$ cat src/rtl/urv_defs.sv
// rtl/urv_defs.sv - shared RISC-V divide funct3 codes and operand constants
package urv_defs;

    localparam logic [2:0]  FUNC_DIV   = 3'b100;
    localparam logic [2:0]  FUNC_DIVU  = 3'b101;
    localparam logic [2:0]  FUNC_REM   = 3'b110;
    localparam logic [2:0]  FUNC_REMU  = 3'b111;

    localparam logic [31:0] INT_MIN_C  = 32'h8000_0000;
    localparam logic [31:0] ALL_ONES_C = 32'hFFFF_FFFF;

endpackage

$ cat src/rtl/urv_div_ctrl_pkg.sv
// rtl/urv_div_ctrl_pkg.sv - state, classification and cache types for the divide controller
package urv_div_ctrl_pkg;

    import urv_defs::*;

    typedef enum logic [1:0] {
        ST_IDLE,
        ST_BUSY,
        ST_RESP
    } div_state_e;

    typedef enum logic [1:0] {
        CLS_ENGINE,
        CLS_DIV0,
        CLS_OVF,
        CLS_HIT
    } div_class_e;

    typedef struct packed {
        logic [31:0] n;
        logic [31:0] d;
        logic        sgn;
        logic [31:0] q;
        logic [31:0] r;
    } div_cache_t;

    function automatic logic fun_is_signed(input logic [2:0] fun);
        return (fun == FUNC_DIV) || (fun == FUNC_REM);
    endfunction

    function automatic logic fun_sel_rem(input logic [2:0] fun);
        return !((fun == FUNC_DIV) || (fun == FUNC_DIVU));
    endfunction

endpackage

$ cat src/rtl/urv_div_classify.sv
// rtl/urv_div_classify.sv - special-case and result-cache compare for an incoming divide request
module urv_div_classify
    import urv_defs::*;
    import urv_div_ctrl_pkg::*;
#(
    parameter bit CACHE_EN = 1'b1
) (
    input  logic [2:0]  fun_i,
    input  logic [31:0] rs1_i,
    input  logic [31:0] rs2_i,
    input  logic        cache_valid_i,
    input  div_cache_t  cache_i,
    output div_class_e  cls_o,
    output logic [31:0] data_o
);

    logic sgn;
    logic sel_rem;

    always_comb begin
        sgn     = fun_is_signed(fun_i);
        sel_rem = fun_sel_rem(fun_i);
        cls_o   = CLS_ENGINE;
        data_o  = '0;
        if (rs2_i == '0) begin
            cls_o  = CLS_DIV0;
            data_o = sel_rem ? rs1_i : ALL_ONES_C;
        end else if (sgn && (rs1_i == INT_MIN_C) && (rs2_i == ALL_ONES_C)) begin
            cls_o  = CLS_OVF;
            data_o = sel_rem ? 32'd0 : INT_MIN_C;
        end else if (CACHE_EN && cache_valid_i && (cache_i.n == rs1_i) &&
                     (cache_i.d == rs2_i) && (cache_i.sgn == sgn)) begin
            // One entry holds both q and r, so DIV after REM on the same operands hits too
            cls_o  = CLS_HIT;
            data_o = sel_rem ? cache_i.r : cache_i.q;
        end
    end

endmodule

$ cat src/rtl/urv_div_ctrl.sv
// rtl/urv_div_ctrl.sv - divide request controller: special cases, result cache, engine handshake
module urv_div_ctrl
    import urv_defs::*;
    import urv_div_ctrl_pkg::*;
#(
    parameter bit CACHE_EN = 1'b1
) (
    input  logic        clk_i,
    input  logic        rst_i,
    input  logic        req_valid_i,
    output logic        req_ready_o,
    input  logic [2:0]  req_fun_i,
    input  logic [31:0] req_rs1_i,
    input  logic [31:0] req_rs2_i,
    input  logic        kill_i,
    output logic        rsp_valid_o,
    input  logic        rsp_ready_i,
    output logic [31:0] rsp_data_o,
    output logic        eng_start_o,
    output logic        eng_abort_o,
    output logic        eng_signed_o,
    output logic [31:0] eng_n_o,
    output logic [31:0] eng_d_o,
    input  logic        eng_done_i,
    input  logic [31:0] eng_q_i,
    input  logic [31:0] eng_r_i
);

    div_state_e  state_q, state_d;
    logic        rsp_valid_q, rsp_valid_d;
    logic [31:0] rsp_data_q, rsp_data_d;
    logic        eng_signed_q, eng_signed_d;
    logic [31:0] eng_n_q, eng_n_d;
    logic [31:0] eng_d_q, eng_d_d;
    logic        sel_rem_q, sel_rem_d;
    div_cache_t  cache_q, cache_d;
    logic        cache_valid_q, cache_valid_d;

    div_class_e  cls;
    logic [31:0] cls_data;
    logic        accept;
    logic        start;
    logic        abort;

    urv_div_classify #(
        .CACHE_EN (CACHE_EN)
    ) u_classify (
        .fun_i         (req_fun_i),
        .rs1_i         (req_rs1_i),
        .rs2_i         (req_rs2_i),
        .cache_valid_i (cache_valid_q),
        .cache_i       (cache_q),
        .cls_o         (cls),
        .data_o        (cls_data)
    );

    assign req_ready_o = (state_q == ST_IDLE) || ((state_q == ST_RESP) && rsp_ready_i);
    assign accept      = req_valid_i && req_ready_o && !kill_i && !rst_i;

    always_comb begin
        state_d       = state_q;
        rsp_valid_d   = rsp_valid_q;
        rsp_data_d    = rsp_data_q;
        eng_signed_d  = eng_signed_q;
        eng_n_d       = eng_n_q;
        eng_d_d       = eng_d_q;
        sel_rem_d     = sel_rem_q;
        cache_d       = cache_q;
        cache_valid_d = cache_valid_q;
        start         = 1'b0;
        abort         = 1'b0;

        case (state_q)
            ST_IDLE: ;
            ST_BUSY: begin
                if (kill_i) begin
                    abort   = !rst_i;
                    state_d = ST_IDLE;
                end else if (eng_done_i) begin
                    rsp_data_d    = sel_rem_q ? eng_r_i : eng_q_i;
                    rsp_valid_d   = 1'b1;
                    cache_d.n     = eng_n_q;
                    cache_d.d     = eng_d_q;
                    cache_d.sgn   = eng_signed_q;
                    cache_d.q     = eng_q_i;
                    cache_d.r     = eng_r_i;
                    cache_valid_d = 1'b1;
                    state_d       = ST_RESP;
                end
            end
            ST_RESP: begin
                if (kill_i || rsp_ready_i) begin
                    rsp_valid_d = 1'b0;
                    state_d     = ST_IDLE;
                end
            end
            default: state_d = ST_IDLE;
        endcase

        // Acceptance overrides the RESP hand-off so back-to-back requests keep streaming
        if (accept) begin
            if (cls == CLS_ENGINE) begin
                start        = 1'b1;
                eng_signed_d = fun_is_signed(req_fun_i);
                eng_n_d      = req_rs1_i;
                eng_d_d      = req_rs2_i;
                sel_rem_d    = fun_sel_rem(req_fun_i);
                rsp_valid_d  = 1'b0;
                state_d      = ST_BUSY;
            end else begin
                rsp_data_d  = cls_data;
                rsp_valid_d = 1'b1;
                state_d     = ST_RESP;
            end
        end
    end

    always_ff @(posedge clk_i) begin
        if (rst_i) begin
            state_q       <= ST_IDLE;
            rsp_valid_q   <= 1'b0;
            rsp_data_q    <= '0;
            eng_signed_q  <= 1'b0;
            eng_n_q       <= '0;
            eng_d_q       <= '0;
            sel_rem_q     <= 1'b0;
            cache_q       <= '0;
            cache_valid_q <= 1'b0;
        end else begin
            state_q       <= state_d;
            rsp_valid_q   <= rsp_valid_d;
            rsp_data_q    <= rsp_data_d;
            eng_signed_q  <= eng_signed_d;
            eng_n_q       <= eng_n_d;
            eng_d_q       <= eng_d_d;
            sel_rem_q     <= sel_rem_d;
            cache_q       <= cache_d;
            cache_valid_q <= cache_valid_d;
        end
    end

    // Operands are shown live in the start cycle so the engine can sample them with the pulse
    assign eng_start_o  = start;
    assign eng_abort_o  = abort;
    assign eng_signed_o = start ? fun_is_signed(req_fun_i) : eng_signed_q;
    assign eng_n_o      = start ? req_rs1_i : eng_n_q;
    assign eng_d_o      = start ? req_rs2_i : eng_d_q;
    assign rsp_valid_o  = rsp_valid_q;
    assign rsp_data_o   = rsp_data_q;

endmodule
$ cat config.mk
export PLATFORM = sky130hd
export DESIGN_NAME = urv_div_ctrl
export DESIGN_NICKNAME = d
export VERILOG_FILES = /design/src/rtl/urv_defs.sv /design/src/rtl/urv_div_ctrl_pkg.sv /design/src/rtl/urv_div_classify.sv /design/src/rtl/urv_div_ctrl.sv
export SDC_FILE = /design/constraint.sdc
export NUM_CORES = 1
export LEC_CHECK = 0
export BUFFER_PORTS_ARGS = -buffer_cell sky130_fd_sc_hd__buf_2
export CORE_ASPECT_RATIO = 0.9
export CORE_MARGIN = 1
export CORE_UTILIZATION = 59
export DETAILED_ROUTE_END_ITERATION = 8
export PLACE_DENSITY = 0.9
export SLEW_MARGIN = 20
export SYNTH_ARGS = -nofsm -noshare
export SYNTH_HDL_FRONTEND = slang
export SYNTH_SLANG_ARGS = --single-unit
$ cat constraint.sdc
create_clock -name clk_i -period 6.88 [get_ports clk_i]
set_input_delay 1.032 -clock clk_i [delete_from_list [all_inputs] [get_ports clk_i]]
set_output_delay 1.032 -clock clk_i [all_outputs]
set_load 0.01 [all_outputs]
Word level (Yosys, flattened, before mapping). Cells that the tools add are included. Widths: inputs -> output; s select.

Bits in registers: 231. Latch bits: 0. Memory bits (writable): 0. ROM bits: 0. Bits of input ports: 137. Word-level logic and storage cells: 87. Memories: 0.

Add/sub/neg operators: 0. $mul: 0. Divide/modulo/power cells: 0. Order comparisons: 0. Eq/ne operators: 15. Shift operators: 0. Multiplexer cells: 34. Bitwise logic cells: 1. Reduce and logical (&&, ||, !) cells: 24.

Operators with widths (count): $mux 32 (14); $eq 32x32->1 (2); $eq 32x32->1 const B (2); $logic_not 32->1 (1); $mux 2 (8); $mux 1 (10); $eq 3x3->1 const B (3); $logic_and 1x1->1 (9); $ne 3x3->1 const B (2); $pmux 2 s3 (1); $reduce_and 3->1 (2); $logic_not 2->1 (2); $logic_or 1x1->1 (4); $ne 4x4->1 const B (1); $reduce_and 4->1 (1); $logic_not 1->1 (3); $ne 3x2->1 const B (1); $reduce_bool 3->1 (1); $eq 2x1->1 const B (1); $eq 2x2->1 const B (1); $ne 2x2->1 const B (1); $pmux 1 s2 (1); $reduce_and 2->1 (1); $eq 1x1->1 (1); $not 1->1 (1).

Depth between registers and ports, before layout.
Word-level depth: 11. Mapped depth: 9. Gate-level depth less buffers: 7.

Hierarchy. Synthesis repeated with hierarchy kept, for this count alone.

Cell total of the unflattened synthesis: 1407. Area, all modules: 11971.5 um^2.

Modules (own cells, without submodules): urv_div_ctrl (instances 1, cells each 1109, area each 9834.4 um^2, seq. area each 4624.4 um^2); urv_div_classify (instances 1, cells each 298, area each 2137.0 um^2, seq. area each 0.0 um^2).

Least setup slack after synthesis. No wires, ideal clock.

Path kind: input-to-output. Start: input req_rs1_i[16]. End: output eng_d_o[10]. Data arrival time: 2873 ps. Required time: 5848 ps. Slack: 2975 ps. Stages: 9. Buffers on the path: 2. Path through: or4_1 > nor4_2 > nand4_2 > o31ai_4 > a21oi_2 > buf_2 > buf_2 > nand3_1 > nand2_1.

Longest elaborated chain between the ends: 11. Elaborated cells on any way between the ends: 14. Classes of those cells: eq/ne (2); mux (6); reduce/logical (6).

Ends and longest elaborated chain: start, declared (line urv_div_ctrl.sv:13) `input logic [31:0] req_rs1_i,`; $eq 32x32->1 (line urv_div_classify.sv:31) `end else if (CACHE_EN && cache_valid_i && (cache_i.n == rs1_i) &&`; $logic_and 1x1->1 (2 in a row) (line urv_div_classify.sv:31); $logic_and 1x1->1 (line urv_div_classify.sv:32) `(cache_i.d == rs2_i) && (cache_i.sgn == sgn)) begin`; $mux 2 (line urv_div_classify.sv:31); $mux 2 (*) (line urv_div_classify.sv:28) `end else if (sgn && (rs1_i == INT_MIN_C) && (rs2_i == ALL_ONES_C)) begin`; $mux 2 (*) (line urv_div_classify.sv:25) `if (rs2_i == '0) begin`; $logic_not 2->1 (*) (line urv_div_ctrl.sv:102) `if (cls == CLS_ENGINE) begin`; $mux 1 (*) (line urv_div_ctrl.sv:102); $mux 1 (*) (line urv_div_ctrl.sv:101) `if (accept) begin`; $mux 32 (*) (line urv_div_ctrl.sv:147) `assign eng_d_o = start ? req_rs2_i : eng_d_q;`; end, declared (line urv_div_ctrl.sv:23) `output logic [31:0] eng_d_o,`.

Every way passes the cells marked *; elsewhere a longest branch is shown, timed or not.

Final worst setup path.
Start: input req_rs1_i[25]. End: output eng_n_o[24].

Longest elaborated chain between the ends: 11. Elaborated cells on any way between the ends: 14. Classes of those cells: eq/ne (2); mux (6); reduce/logical (6).

Ends and longest elaborated chain: $eq 32x32->1 (line urv_div_classify.sv:31); $logic_and 1x1->1 (2 in a row) (line urv_div_classify.sv:31); $logic_and 1x1->1 (line urv_div_classify.sv:32); $mux 2 (line urv_div_classify.sv:31); $mux 2 (*) (line urv_div_classify.sv:28); $mux 2 (*) (line urv_div_classify.sv:25); $logic_not 2->1 (*) (line urv_div_ctrl.sv:102); $mux 1 (*) (line urv_div_ctrl.sv:102); $mux 1 (*) (line urv_div_ctrl.sv:101); $mux 32 (*) (line urv_div_ctrl.sv:146) `assign eng_n_o = start ? req_rs1_i : eng_n_q;`; end, declared (line urv_div_ctrl.sv:22) `output logic [31:0] eng_n_o,`.

Marks and branches as above.

==> flow_results.org <==
** Drt
- The count of nets left with antenna violations once routing finished came out at 0.
- The first detailed-routing pass ran for 5 iterations.
- Final Routed Wirelength :: 36.9 mm
- Dividing the detail-routed wire length by the instance count gives 19.5 µm.
- Violation count after the first detailed-routing iteration :: 1222
- For this run, design rule violations remaining after detail routing come to 0.
- In the routed layout, each cell is associated on average with a via count of 6.24.
- Detailed routing inserted a total of 11800 vias.

** Clock tree
- Clock net sink count :: 231
- Quantity of hold-fixing buffers added after cts :: 0
- CTS root buf :: clkbuf_16
- Resize count post-CTS :: 0
- The number of setup buffers added after CTS is 0.
- The clock passes through at most 3 buffers.
- Clock-pin slew was measured on the worst setup and hold paths at 60 ps.
- Latest clock arrival within the worst-skew pair :: 520 ps
- CTS built an H-tree with a depth of 1.
- TritonCTS buffer count :: 24
- CTS tree :: done

** Global routing
- Met3 routing resource usage after global routing :: 6.71%
- The first global-routing pass estimated 56.6 mm of wire.
- The number of antenna violations at the first check in global routing came to 3.
- All-Layer GR Usage :: 36.2%
- Overflow left after global routing :: 0
- Met1 usage :: 49.6%
- Largest net degree at the start of global routing :: 86
- After global routing, the most crowded layer is met2.
- Via count of the first global-routing pass :: 10800
- In the global route stage, met2 resource usage came out at 57.7%.

** Floorplanning
- In this run the core area contains 47 standard-cell rows.
- The die covers 19800 µm².
- Core Footprint :: 18600 µm²
- The die is 148 µm wide.
- Die height :: 134 µm
- Number of ports placed on the die boundary :: 238
- Once the floorplan was initialized, standard cells occupied 61.0% of the core.

** Pwr
- For this design the ratio of total power to cell area is 220 nW/µm².
- Internal power :: 0.00218 W
- In this run the power spent charging and discharging nets is 0.000721 W.
- Clock network fraction of total power :: 43.3%
- Power share of the combinational group :: 9.4%
- Of the total power, the share spent switching nets is 24.9%.
- Leakage power :: 5.27 nW
- Fraction of power consumed by sequential logic :: 47.3%
- VDD IR max :: 162 µV

** Worst hold path
- Classification of the worst-slack hold path :: flop to flop
- Counting instances, the worst hold path has a depth of 2.

** Flow run
- Max Cap Viol :: 0

** Synth
- Predominant post-synthesis flop cell :: dfxtp_1
- In the synthesized netlist the async set-or-reset flop fraction comes to 0%.
- Net count of the mapped netlist :: 1609
- Most common cell in the netlist :: nand2_1
- Post-synthesis cell count :: 1472
- The share of synthesized area in the top cell type comes to 40.8%.
- Summed over all instances, the cell type with the most area after synthesis is dfxtp_1.
- Top cells by instance count after synthesis :: 334 x nand2_1, 231 x dfxtp_1, 221 x a21oi_1
- The average instance in the mapped netlist occupies 7.70 µm².
- After synthesis, the cell types taking the most area are dfxtp_1 41%, nand2_1 11%, a21oi_1 9.8%.
- Counting distinct cell types in the post-synthesis netlist gives 48.
- The Yosys step of the flow raised 0 warnings.
- The synthesized design contains 231 register bits.
- Yosys mapped a number of flops with a built-in enable equal to 0.
- Sequential-to-total area share from yosys stat :: 40.8%
- Syn Std Cell Area :: 11300 µm²

** Critical path
- CP required :: 5850 ps
- Critical Path Most Common Cell :: buf_2
- Largest incremental delay on the critical path :: 680 ps
- STA classifies the critical path startpoint as an input pin.
- Counting buffers and inverters, the worst setup path is 9 cells deep.
- Data arrival time of the worst path :: 4270 ps
- Crit path max fanout :: 66
- Critical Path Sink Type :: primary output
- Critical path, cell by cell :: buf_2 -> nor4_1 -> nand4_1 -> or4_1 -> o31ai_4 -> a21o_4 -> o21ai_0 -> nand2_1 -> buf_2
- The kind of cell with the highest combined delay along the critical path is simple AND/OR/NAND/NOR gates.
- Slowest cell on crit path :: nor4_1
- Path depth of the worst reg2reg path :: 7
- The critical path contains buffers and inverters numbering 2 combined.
- Worst setup path category :: input pin to primary output

** Outcome
- The run finished with clean final reports.

** Place
- Once placement completed, the tool counted placed cells totaling 1849.
- At the end of routability-driven placement, the weighted congestion stood at 1.02.
- Port buffer count :: 237
- HPWL Detailed :: 25.0 mm
- Cell area after placement :: 12400 µm²

** Timing
- Setup repair after global routing left no endpoint under its margin.
- Setup violations remaining at the end of the flow were counted as 0.
- Adding up every negative setup slack in the final design gives 0 ps.
- Static timing analysis puts the maximum clock frequency at 0.189 GHz.
- Worst Clk Skew :: 11.7 ps
- Ratio of final minimum period to clock period :: 77.1%
- The smallest clock period supported by the final layout is computed as 5300 ps.
- The number of pins exceeding their max-slew limit in the final report came to 0.
- The final-report hold violation count came to 0.
- Worst slew margin :: 19.6%
- At the pin with the least slew margin, the transition time is 1200 ps.

** Final layout
- Footprint of the flip-flops and latches :: 4630 µm²
- Final-stage net count :: 1768
- For this run, the number of standard cells in the final layout without fillers is 1893.
- Number of filler instances in the final layout :: 1500
- Of the cells placed in the final design, the portion with a size suffix greater than 1 is 19.9%.
- In the final layout, the multi-input gates occupy 6190 µm².
- Syn-to-layout area delta :: 16.4%
- Cell area after layout :: 13200 µm²
final cells by class:
| class | instances | share of cell area (%) |
|---|---|---|
| Inverter | 6 | 0.171 |
| Sequential cell | 231 | 35.1 |
| Multi-Input combinational cell | 1119 | 46.9 |
| Clock buffer | 36 | 5.51 |
| Tap cell | 245 | 2.32 |
| Clock inverter | 5 | 0.190 |
| Timing Repair Buffer | 249 | 9.84 |
| Antenna cell | 2 | 0.0379 |
registers in the layout, summed over array words and instances, names as in the netlist:
signal	flops
cache_q	129
cache_valid_q	1
eng_d_q	32
eng_n_q	32
eng_signed_q	1
rsp_data_o	32
rsp_valid_o	1
sel_rem_q	1
state_q	2
metal layers:
metal	vias up	wire length (µm)
met3	94	4240
met1	5467	14700
met5	-	13
met4	2	1080
met2	791	16800
li1	5454	-
per-stage QoR:
stage | hold WS (ps) | power [W] | worst slack [ps] | util, %
after floorplan | 428 | 0.00153 | 2980 | -
after global placement | 435 | 0.00166 | 1650 | 66.8
after detailed placement | 440 | 0.00166 | 1730 | 66.9
after CTS | 448 | 0.00289 | 1720 | 70.9
after global routing | 467 | 0.00297 | 1470 | 71.0
final | 448 | 0.00290 | 1580 | 71.0
power by group through the flow:
| stage | combinational (W) | clock, W | sequential [W] |
|---|---|---|---|
| floorplan | 0.000141 | 0 | 0.00139 |
| global placement | 0.000262 | 0 | 0.00140 |
| detailed placement | 0.000264 | 0 | 0.00140 |
| CTS | 0.000267 | 0.00126 | 0.00137 |
| global route | 0.000290 | 0.00131 | 0.00137 |
| finish | 0.000274 | 0.00125 | 0.00137 |
worst register-to-register path, cell delays in order, from the launching register on:
cell and delay, ps:
dfxtp_1 320, xnor2_1 440, nand4_1 150, nor4_1 420
and4_1 290, nand3b_1 820, o211a_1 540, a211oi_2 220
logic make-up after synthesis:
family	count (synthesis)	share of synthesized area, %
buffers and inverters	122	4.98
AO/OA/AOI/OAI	406	21.7
flip-flops	231	40.8
multiplexers	53	4.68
AND/OR/NAND/NOR	611	24.1
XOR/XNOR	49	3.78
worst paths after layout:
check	start	endpoint	slack [ps]
hold / removal	eng_d_q[9]$_SDFFE_PP0P_	cache_q[74]$_SDFFE_PP0P_	450
setup reg to reg	cache_q[115]$_SDFFE_PP0P_	rsp_data_o[15]$_SDFF_PP0_	3580
setup / recovery	req_rs1_i[25]	eng_n_o[24]	1580
hold reg to reg	eng_d_q[9]$_SDFFE_PP0P_	cache_q[74]$_SDFFE_PP0P_	450
cell usage in the layout, fill, tap and decap left out, types with 2 or more instances in the layout:
cell type,n
a211oi_1,15
o21ai_0,99
and4_1,2
nand3_1,71
or4_1,4
nand2_1,334
a211oi_2,27
dfxtp_1,230
o22ai_1,2
a21oi_1,221
nand2b_1,33
nor2_1,80
nor2b_1,5
o211a_1,21
inv_1,6
buf_4,10
nand4_1,41
mux2i_1,53
clkbuf_8,6
buf_6,2
o2111ai_1,4
nand3b_1,2
nor4_2,2
xnor2_1,48
diode_2,2
buf_2,236
nor4_1,20
clkbuf_16,25
clkinv_2,5
nor3_1,5
clkbuf_1,5
o21ai_1,8
(Power assumes the default switching activity.)
